File: src/rtl/eu_icon_tx_sched_pkg.sv
// Shared types for the EU interconnect transmit path: TX queue entry layout,
// TX scheduler state encoding and the widths they are built from.
package exec_unit_dtypes;

   localparam int ICON_EU_IDX_W = 2;
   localparam int ICON_DATA_W   = 16;

   // One queued ALU result waiting for the interconnect
   typedef struct packed {
      logic [ICON_EU_IDX_W-1:0] eu_idx;
      logic                     opx;
      logic [ICON_DATA_W-1:0]   data;
   } type_icon_TXQentry;

   typedef enum logic [1:0] {
      TX_IDLE,
      TX_REQ,
      TX_SEND,
      TX_RELEASE
   } tx_state_e;

endpackage

File: src/rtl/eu_icon_tx_sched_ram_queue.sv
// Register-based FIFO. Head entry is visible on rdata_o whenever non-empty;
// push is refused when full even if a pop happens the same cycle.
module ram_queue #(
   parameter int DATA_WIDTH = 8,
   parameter int LOG2_SIZE  = 2
) (
   input  logic                  clk,
   input  logic                  reset_n,
   input  logic                  push_i,
   input  logic [DATA_WIDTH-1:0] wdata_i,
   input  logic                  pop_i,
   output logic [DATA_WIDTH-1:0] rdata_o,
   output logic [LOG2_SIZE:0]    count_o,
   output logic                  full_o
);

   localparam int DEPTH = 1 << LOG2_SIZE;

   logic [DATA_WIDTH-1:0] mem [DEPTH];
   logic [LOG2_SIZE-1:0]  wr_ptr;
   logic [LOG2_SIZE-1:0]  rd_ptr;
   logic                  push_ok;
   logic                  pop_ok;

   assign full_o  = (count_o == (LOG2_SIZE+1)'(DEPTH));
   assign push_ok = push_i && !full_o;
   assign pop_ok  = pop_i && (count_o != '0);
   assign rdata_o = mem[rd_ptr];

   // Pointers wrap naturally modulo DEPTH; occupancy tracks push/pop balance
   always_ff @(posedge clk or negedge reset_n) begin
      if (!reset_n) begin
         wr_ptr  <= '0;
         rd_ptr  <= '0;
         count_o <= '0;
      end else begin
         if (push_ok) wr_ptr <= wr_ptr + 1'b1;
         if (pop_ok)  rd_ptr <= rd_ptr + 1'b1;
         case ({push_ok, pop_ok})
            2'b10:   count_o <= count_o + 1'b1;
            2'b01:   count_o <= count_o - 1'b1;
            default: count_o <= count_o;
         endcase
      end
   end

   // Storage needs no reset: contents are only observed through valid entries
   always_ff @(posedge clk) begin
      if (push_ok) mem[wr_ptr] <= wdata_i;
   end

endmodule

File: src/rtl/eu_icon_tx_sched.sv
// Transmit scheduler for one execution unit: queues ALU results, requests the
// shared interconnect channel and streams packets while granted, bounded by a
// per-grant burst limit and a no-ready timeout so one EU cannot hog the bus.
module eu_icon_tx_sched
   import exec_unit_dtypes::*;
#(
   parameter int EU_IDX     = 0,
   parameter int EU_IDX_W   = 2,
   parameter int DATA_W     = 16,
   parameter int LOG2_DEPTH = 2,
   parameter int MAX_BURST  = 4,
   parameter int MAX_WAIT   = 8
) (
   input  logic                  clk,
   input  logic                  reset_n,
   input  logic                  in_valid_i,
   output logic                  in_ready_o,
   input  logic [EU_IDX_W-1:0]   in_eu_idx_i,
   input  logic                  in_opx_i,
   input  logic [DATA_W-1:0]     in_data_i,
   output logic                  bus_req_o,
   input  logic                  bus_gnt_i,
   output logic                  tx_valid_o,
   output logic [EU_IDX_W-1:0]   tx_addr_o,
   output logic                  tx_opx_o,
   output logic [DATA_W-1:0]     tx_data_o,
   input  logic                  tx_ready_i,
   output logic [LOG2_DEPTH:0]   count_o
);

   localparam int BURST_W = $clog2(MAX_BURST + 1);
   localparam int WAIT_W  = $clog2(MAX_WAIT);
   localparam int CNT_W   = LOG2_DEPTH + 1;

   // The queue entry layout is fixed in the package; catch mismatched builds
   if (EU_IDX_W != ICON_EU_IDX_W || DATA_W != ICON_DATA_W) begin : g_bad_width
      $error("eu_icon_tx_sched: widths disagree with exec_unit_dtypes");
   end
   if (EU_IDX < 0 || EU_IDX >= (1 << EU_IDX_W)) begin : g_bad_idx
      $error("eu_icon_tx_sched: EU_IDX out of range");
   end

   tx_state_e          state, state_nxt;
   logic [BURST_W-1:0] burst_cnt;
   logic [WAIT_W-1:0]  wait_cnt;
   type_icon_TXQentry  wr_entry, head;
   logic               full;
   logic               push, pop;
   logic               last_entry;

   assign wr_entry.eu_idx = in_eu_idx_i;
   assign wr_entry.opx    = in_opx_i;
   assign wr_entry.data   = in_data_i;

   assign in_ready_o = !full;
   assign push       = in_valid_i && in_ready_o;
   assign pop        = tx_valid_o && tx_ready_i;
   // This pop empties the queue unless a new result lands the same cycle
   assign last_entry = (count_o == CNT_W'(1)) && !push;

   ram_queue #(
      .DATA_WIDTH ($bits(type_icon_TXQentry)),
      .LOG2_SIZE  (LOG2_DEPTH)
   ) u_txq (
      .clk     (clk),
      .reset_n (reset_n),
      .push_i  (push),
      .wdata_i (wr_entry),
      .pop_i   (pop),
      .rdata_o (head),
      .count_o (count_o),
      .full_o  (full)
   );

   // State register
   always_ff @(posedge clk or negedge reset_n) begin
      if (!reset_n) state <= TX_IDLE;
      else          state <= state_nxt;
   end

   // Next-state: request while work is queued, release on burst/empty/timeout
   always_comb begin
      state_nxt = state;
      case (state)
         TX_IDLE:    if (count_o != '0) state_nxt = TX_REQ;
         TX_REQ:     if (bus_gnt_i) state_nxt = TX_SEND;
         TX_SEND: begin
            if (!bus_gnt_i)
               state_nxt = TX_REQ;
            else if (pop) begin
               if (burst_cnt == BURST_W'(MAX_BURST - 1) || last_entry)
                  state_nxt = TX_RELEASE;
            end else if (wait_cnt == WAIT_W'(MAX_WAIT - 1))
               state_nxt = TX_RELEASE;
         end
         TX_RELEASE: state_nxt = TX_IDLE;
         default:    state_nxt = TX_IDLE;
      endcase
   end

   // Outputs: request held through REQ/SEND, packet fields zeroed when idle
   always_comb begin
      bus_req_o  = 1'b0;
      tx_valid_o = 1'b0;
      case (state)
         TX_REQ:  bus_req_o = 1'b1;
         TX_SEND: begin
            bus_req_o  = 1'b1;
            tx_valid_o = bus_gnt_i && (count_o != '0);
         end
         default: ;
      endcase
      tx_addr_o = tx_valid_o ? head.eu_idx : '0;
      tx_opx_o  = tx_valid_o ? head.opx    : 1'b0;
      tx_data_o = tx_valid_o ? head.data   : '0;
   end

   // Burst and wait counters only run in SEND; everything else clears them
   always_ff @(posedge clk or negedge reset_n) begin
      if (!reset_n) begin
         burst_cnt <= '0;
         wait_cnt  <= '0;
      end else if (state == TX_SEND && bus_gnt_i) begin
         if (pop) begin
            burst_cnt <= burst_cnt + 1'b1;
            wait_cnt  <= '0;
         end else if (wait_cnt == WAIT_W'(MAX_WAIT - 1)) begin
            wait_cnt  <= '0;
         end else begin
            wait_cnt  <= wait_cnt + 1'b1;
         end
      end else begin
         burst_cnt <= '0;
         wait_cnt  <= '0;
      end
   end

endmodule

File: config.mk
export PLATFORM = sky130hd
export DESIGN_NAME = eu_icon_tx_sched
export DESIGN_NICKNAME = d
export VERILOG_FILES = /design/src/rtl/eu_icon_tx_sched_pkg.sv /design/src/rtl/eu_icon_tx_sched_ram_queue.sv /design/src/rtl/eu_icon_tx_sched.sv
export SDC_FILE = /design/constraint.sdc
export NUM_CORES = 1
export LEC_CHECK = 0
export CELL_PAD_IN_SITES_DETAIL_PLACEMENT = 1
export CELL_PAD_IN_SITES_GLOBAL_PLACEMENT = 1
export CORE_MARGIN = 1
export CORE_UTILIZATION = 35
export DETAILED_ROUTE_END_ITERATION = 8
export PLACE_DENSITY = 0.59
export SLEW_MARGIN = 20
export SYNTH_ARGS = -nofsm -noshare
export SYNTH_HDL_FRONTEND = slang
export SYNTH_SLANG_ARGS = --single-unit
export TNS_END_PERCENT = 100
File: constraint.sdc
create_clock -name clk -period 2.64 [get_ports clk]
set_clock_uncertainty 0.1 [all_clocks]
set_input_delay 0.396 -clock clk [delete_from_list [all_inputs] [get_ports clk]]
set_output_delay 0.396 -clock clk [all_outputs]
set_load 0.05 [all_outputs]
==> results of run 1 <==
## final cells by class
type,instances,area [um^2]
clock inverters,6,63.8
clock buffers,10,128
flip-flops and latches,91,2660
fillers,1041,5780
inverters,10,37.5
multi-input cells,101,1060
well taps,136,170
repair buffers,58,520
## routing by layer
metal | track usage | vias up | routed length, um
met4 | 0.0625 | 0 | 119
met3 | 0.0343 | 10 | 233
met5 | 0 | - | 0
met1 | 0.178 | 1029 | 3200
li1 | - | 934 | -
met2 | 0.243 | 35 | 3750
## worst min path at each step
stage / start / to / slack (ns) / cells after the start
3_5_place_dp: wait_cnt[0] / wait_cnt[0] / 0.34 / 1
2_1_floorplan: reset_n / burst_cnt[0] / 0.0004 / 0
3_3_place_gp: wait_cnt[0] / wait_cnt[0] / 0.33 / 1
4_1_cts: wait_cnt[0] / wait_cnt[0] / 0.35 / 1
6_report: wait_cnt[0] / wait_cnt[0] / 0.34 / 1
5_1_grt: wait_cnt[0] / wait_cnt[0] / 0.36 / 1
## report_power, final
part           switching, mW  leakage (nW)  internal, mW  total, mW
Clock                  0.471        0.0943         0.438      0.909
Combinational           1.02         0.820         0.725       1.74
Sequential             0.107         0.888          1.89       1.99
## Yosys cell counts, types with 2 or more instances
master | number | area share
edfxtp_1 | 76 | 0.60
and3_1 | 25 | 0.041
mux4_2 | 18 | 0.11
ha_1 | 17 | 0.056
dfrtp_1 | 15 | 0.099
inv_1 | 9 | 0.0089
nand2_1 | 6 | 0.0059
buf_2 | 5 | 0.0066
nor2_1 | 5 | 0.0049
xnor2_1 | 5 | 0.012
nand3_1 | 4 | 0.0053
mux2i_1 | 3 | 0.0079
o21ai_0 | 3 | 0.0039
and2_1 | 2 | 0.0033
buf_6 | 2 | 0.0059
clkbuf_1 | 2 | 0.0020
nand2b_1 | 2 | 0.0033
## registers in the layout (all words and copies together), names as in the netlist
signal / count
u_txq.count_o: 3
state: 2
u_txq.rd_ptr: 2
burst_cnt: 3
u_txq.mem: 76
wait_cnt: 3
u_txq.wr_ptr: 2
## metrics by stage
stage | instances | hold WS [ns]
after floorplan | 211 | 0.000409
after global placement | 396 | 0.333
after detailed placement | 396 | 0.336
after CTS | 412 | 0.347
after global routing | 412 | 0.362
final | 412 | 0.342
## cells in the final DEF, fill, tap and decap left out, types with 2 or more instances in the layout
master / netlist / final
edfxtp_1: 76 / 76
buf_4: 0 / 29
clkdlybuf4s50_1: 0 / 27
and3_1: 25 / 25
mux4_2: 18 / 18
ha_1: 17 / 17
dfrtp_1: 15 / 15
inv_1: 9 / 9
clkbuf_8: 0 / 9
nand2_1: 6 / 6
xnor2_1: 5 / 5
nand3_1: 4 / 4
nor2_1: 5 / 4
o21ai_0: 3 / 3
mux2i_1: 3 / 3
nand2b_1: 2 / 2
and2_1: 2 / 2
## logic make-up (layout without fill, tap and decap cells)
kind of cell	after synthesis	count (layout)	share of synthesized area
DFF	91	91	0.698
AOI/OAI and AO/OA	9	9	0.0174
muxes	22	22	0.121
xor gates and xnor gates	6	6	0.0138
buffers and inverters	19	84	0.0243
adders and majority gates	17	17	0.0559
and+or+nand+nor	47	47	0.0693
## repair_timing
item | in CTS | in global routing
hold buffers | 0 | 0
buffers inserted | 0 | 0
resized for setup | 0 | 1
endpoints found under the setup margin | 0 | 1
## critical path: stages, from the launching register on
cell	delay (ns)
dfrtp_1	0.36
buf_4	0.30
mux4_2	0.54
and3_1	0.21
buf_4	0.19
==> impl_metrics.tcl, run 1 <==
set metrics [dict create \
    status "finished, final reports clean" \
    synth_edf_count 76 \
    wl_per_cell_um 17.7 \
    synth_ff_type "edfxtp_1" \
    yosysWarningCount 0 \
    antenna_cells 0 \
    routed_wirelength_mm 7.30 \
    finish.net_count 312 \
    pre_cts_ws_ns 0.365 \
    relSlewSlack 0.506 \
    totalPowerFinal_mw 4.65 \
    ant_nets 0 \
    grt_pass1_wl_mm 11.7 \
    finalSetupTns_ns 0 \
    drv_slew 0 \
    grt_pass1_vias 2154 \
    endpoint "tx_data_o[10]" \
    drv_cap 0 \
    dpl_cell_area_mm2 0.00444 \
    r2r_start "state[0]" \
    end_kind "output port" \
    worst_pin_slew_ns 0.738 \
    fp.dieH_um 106 \
    syn_inst 211 \
    first_iter_violations 75 \
    grt_start_max_net_pins 27 \
    path_max_fanout 16 \
    place_congestion 0.663 \
    top_level_ports 49 \
    clk_path_buf_depth 2 \
    yosysSeqAreaShare 0.698 \
    timing.rr.end "u_txq.count_o[2]" \
    insertion_delay_ns 0.35 \
    start_util 0.366 \
    min_period_over_period 0.933 \
    rows 37 \
    io_buffer_count 48 \
    ir_drop_uv 412 \
    drc 0 \
    grt_setup_unrepaired "false" \
    cts_made_buffers 9 \
    synth_cell_types 29 \
    setup_violations 0 \
    fin_ws_ns 0.176 \
    hold_violations 0 \
    syn_nets 252 \
    setup.worst_path.start_class "flip-flop" \
    finish.utilization 0.445 \
    synth.avg_cell_area_um2 18.0 \
    via_per_inst 4.87 \
    critPathLaunch "u_txq.rd_ptr[0]" \
    design_area_mm2 0.00464 \
    fin_crit_ns 2.46 \
    die_w_um 106 \
    async_flop_share 0.165 \
    holdCritPathClass "reg2reg" \
    clk_pin_slew_ns 0.08 \
    core_area_mm2 0.0104 \
    cts.sinks 91 \
    drive_above_1_share 0.239 \
    htreeDepth 3 \
    fmax_mhz 406 \
    dr.pass1.iters 4 \
    dpl.hpwl_mm 4.50 \
    cp.required_ns 2.14 \
    antenna_found_initial 0 \
    die-area_mm2 0.0113 \
    root_buffer "clkbuf_8" \
    grt_overflow_total 0 \
    synthToLayoutAreaGrowth_pct 21.8 \
    track_usage 0.145 \
    timing.reg2reg.setup_slack_ns 0.52 \
    cts_tree "done" \
    syn_area_mm2 0.00381 \
    crit_type "reg2out" \
    vias 2008 \
    ys_ff_latch 91 \
    p_per_area_mw_per_mm2 1000 \
    arrival_ns 1.97 \
    p_leak_nw 1.80 \
    r2r_cells 10 \
]
No activity file was read; power rests on OpenSTA's default activity.
==> inputs of run 2 (changes only) <==
- RECOVER_POWER: not set -> 25
- SLEW_MARGIN: 20 -> not set
==> impl_metrics.tcl, run 2 (same netlist as run 1, synthesis figures left out) <==
set metrics [dict create \
    timing.rr.end "u_txq.count_o[2]" \
    rows 37 \
    io_buffer_count 48 \
    core_area_mm2 0.0104 \
    end_kind "output port" \
    pre_cts_ws_ns 0.365 \
    setup_violations 0 \
    hold_depth 1 \
    track_usage 0.145 \
    min_from "wait_cnt[0]" \
    die-area_mm2 0.0113 \
    synthToLayoutAreaGrowth_pct 21.8 \
    ant_nets 0 \
    insertion_delay_ns 0.35 \
    grt_pass1_vias 2154 \
    r2r_cells 10 \
    clk_pin_slew_ns 0.08 \
    finalSetupTns_ns 0 \
    cts_made_buffers 9 \
    holdWs_ns 0.342 \
    cts_tree "done" \
    final_cell_mix "edfxtp_1, buf_4, and3_1" \
    largest-register "u_txq.mem" \
    fmax_mhz 406 \
    cp.required_ns 2.14 \
    arrival_ns 1.97 \
    setup.worst_path.start_class "flip-flop" \
    vias 2013 \
    first_iter_violations 79 \
    p_leak_nw 1.81 \
    grt_setup_unrepaired "false" \
    finish.net_count 312 \
    clk_path_buf_depth 2 \
    r2r_start "state[0]" \
    design_area_mm2 0.00464 \
    place_congestion 0.663 \
    layout_commonest_cell "edfxtp_1" \
    worst_pin_slew_ns 0.724 \
    hold_buffers 0 \
    dpl.hpwl_mm 4.50 \
    crit_type "reg2out" \
    ir_drop_uv 412 \
    dpl_cell_area_mm2 0.00444 \
    relSlewSlack 0.516 \
    fillCellCount 1041 \
    root_buffer "clkbuf_8" \
    hold_violations 0 \
    via_per_inst 4.89 \
    whs_endpoint "wait_cnt[0]" \
    cts_setup_buffers 0 \
    drive_above_1_share 0.239 \
    drv_cap 0 \
    htreeDepth 3 \
    start_util 0.366 \
    holdCritPathClass "reg2reg" \
    totalPowerFinal_mw 4.65 \
    largest_register_ffs 76 \
    antenna_cells 0 \
    fp.dieH_um 106 \
    fin_crit_ns 2.46 \
    fin_ws_ns 0.177 \
    drv_slew 0 \
    min_period_over_period 0.933 \
    status "finished, final reports clean" \
    p_per_area_mw_per_mm2 1000 \
    grt_start_max_net_pins 27 \
    top_level_ports 49 \
    grt_pass1_wl_mm 11.7 \
    path_max_fanout 16 \
    dr.pass1.iters 4 \
    antenna_found_initial 0 \
    cts.sinks 91 \
    timing.reg2reg.setup_slack_ns 0.52 \
    cts_resized 0 \
    wl_per_cell_um 17.8 \
    drc 0 \
    die_w_um 106 \
    routed_wirelength_mm 7.32 \
    grt_overflow_total 0 \
]
## run 2: changes by cell type in the layout (fill, tap and decap cells not counted), sizes merged
cell	delta
clkdlybuf4s50	-13
dlygate4sd3	+13
## run 2: critical path, stage by stage (launching register included)
cell	delay, ns
dfrtp_1	0.36
buf_4	0.30
mux4_2	0.54
and3_1	0.21
buf_4	0.19
## run 2: final cells by class
type / instances / area, um^2 / area share
Multi-Input combinational cell: 101 / 1060 / 0.229
Timing Repair Buffer: 58 / 520 / 0.112
Inverter: 10 / 37.5 / 0.00809
Clock inverter: 6 / 63.8 / 0.0138
Clock buffer: 10 / 128 / 0.0275
Sequential cell: 91 / 2660 / 0.573
Tap cell: 136 / 170 / 0.0367
## run 2: worst max path at each step
stage,cells after the start,start,endpoint
CTS,4,u_txq.count_o[0],in_ready_o
global placement,9,bus_gnt_i,u_txq.count_o[2]
floorplan,4,u_txq.count_o[0],u_txq.mem[1][0]
global route,4,u_txq.rd_ptr[0],tx_data_o[10]
finish,4,u_txq.rd_ptr[0],tx_data_o[10]
detailed placement,9,bus_gnt_i,u_txq.count_o[2]
## run 2: per-layer routing
| layer | vias to the layer above | track usage | part of all wire |
|---|---|---|---|
| li1 | 934 | - | - |
| met1 | 1032 | 0.178 | 0.44 |
| met2 | 37 | 0.243 | 0.51 |
| met3 | 10 | 0.0343 | 0.032 |
| met4 | 0 | 0.0625 | 0.016 |
| met5 | - | 0 | 0 |
## run 2: power by group
group          internal [mW]  switching (mW)  leakage (nW)  total [mW]
combinational          0.721            1.02         0.824        1.74
clock                  0.438           0.472        0.0943       0.910
sequential              1.89           0.107         0.888        1.99
## run 2: through the flow
step	cells	utilization
after floorplan	211	-
after global placement	396	0.427
after detailed placement	396	0.427
after CTS	412	0.445
after global routing	412	0.445
final	412	0.445
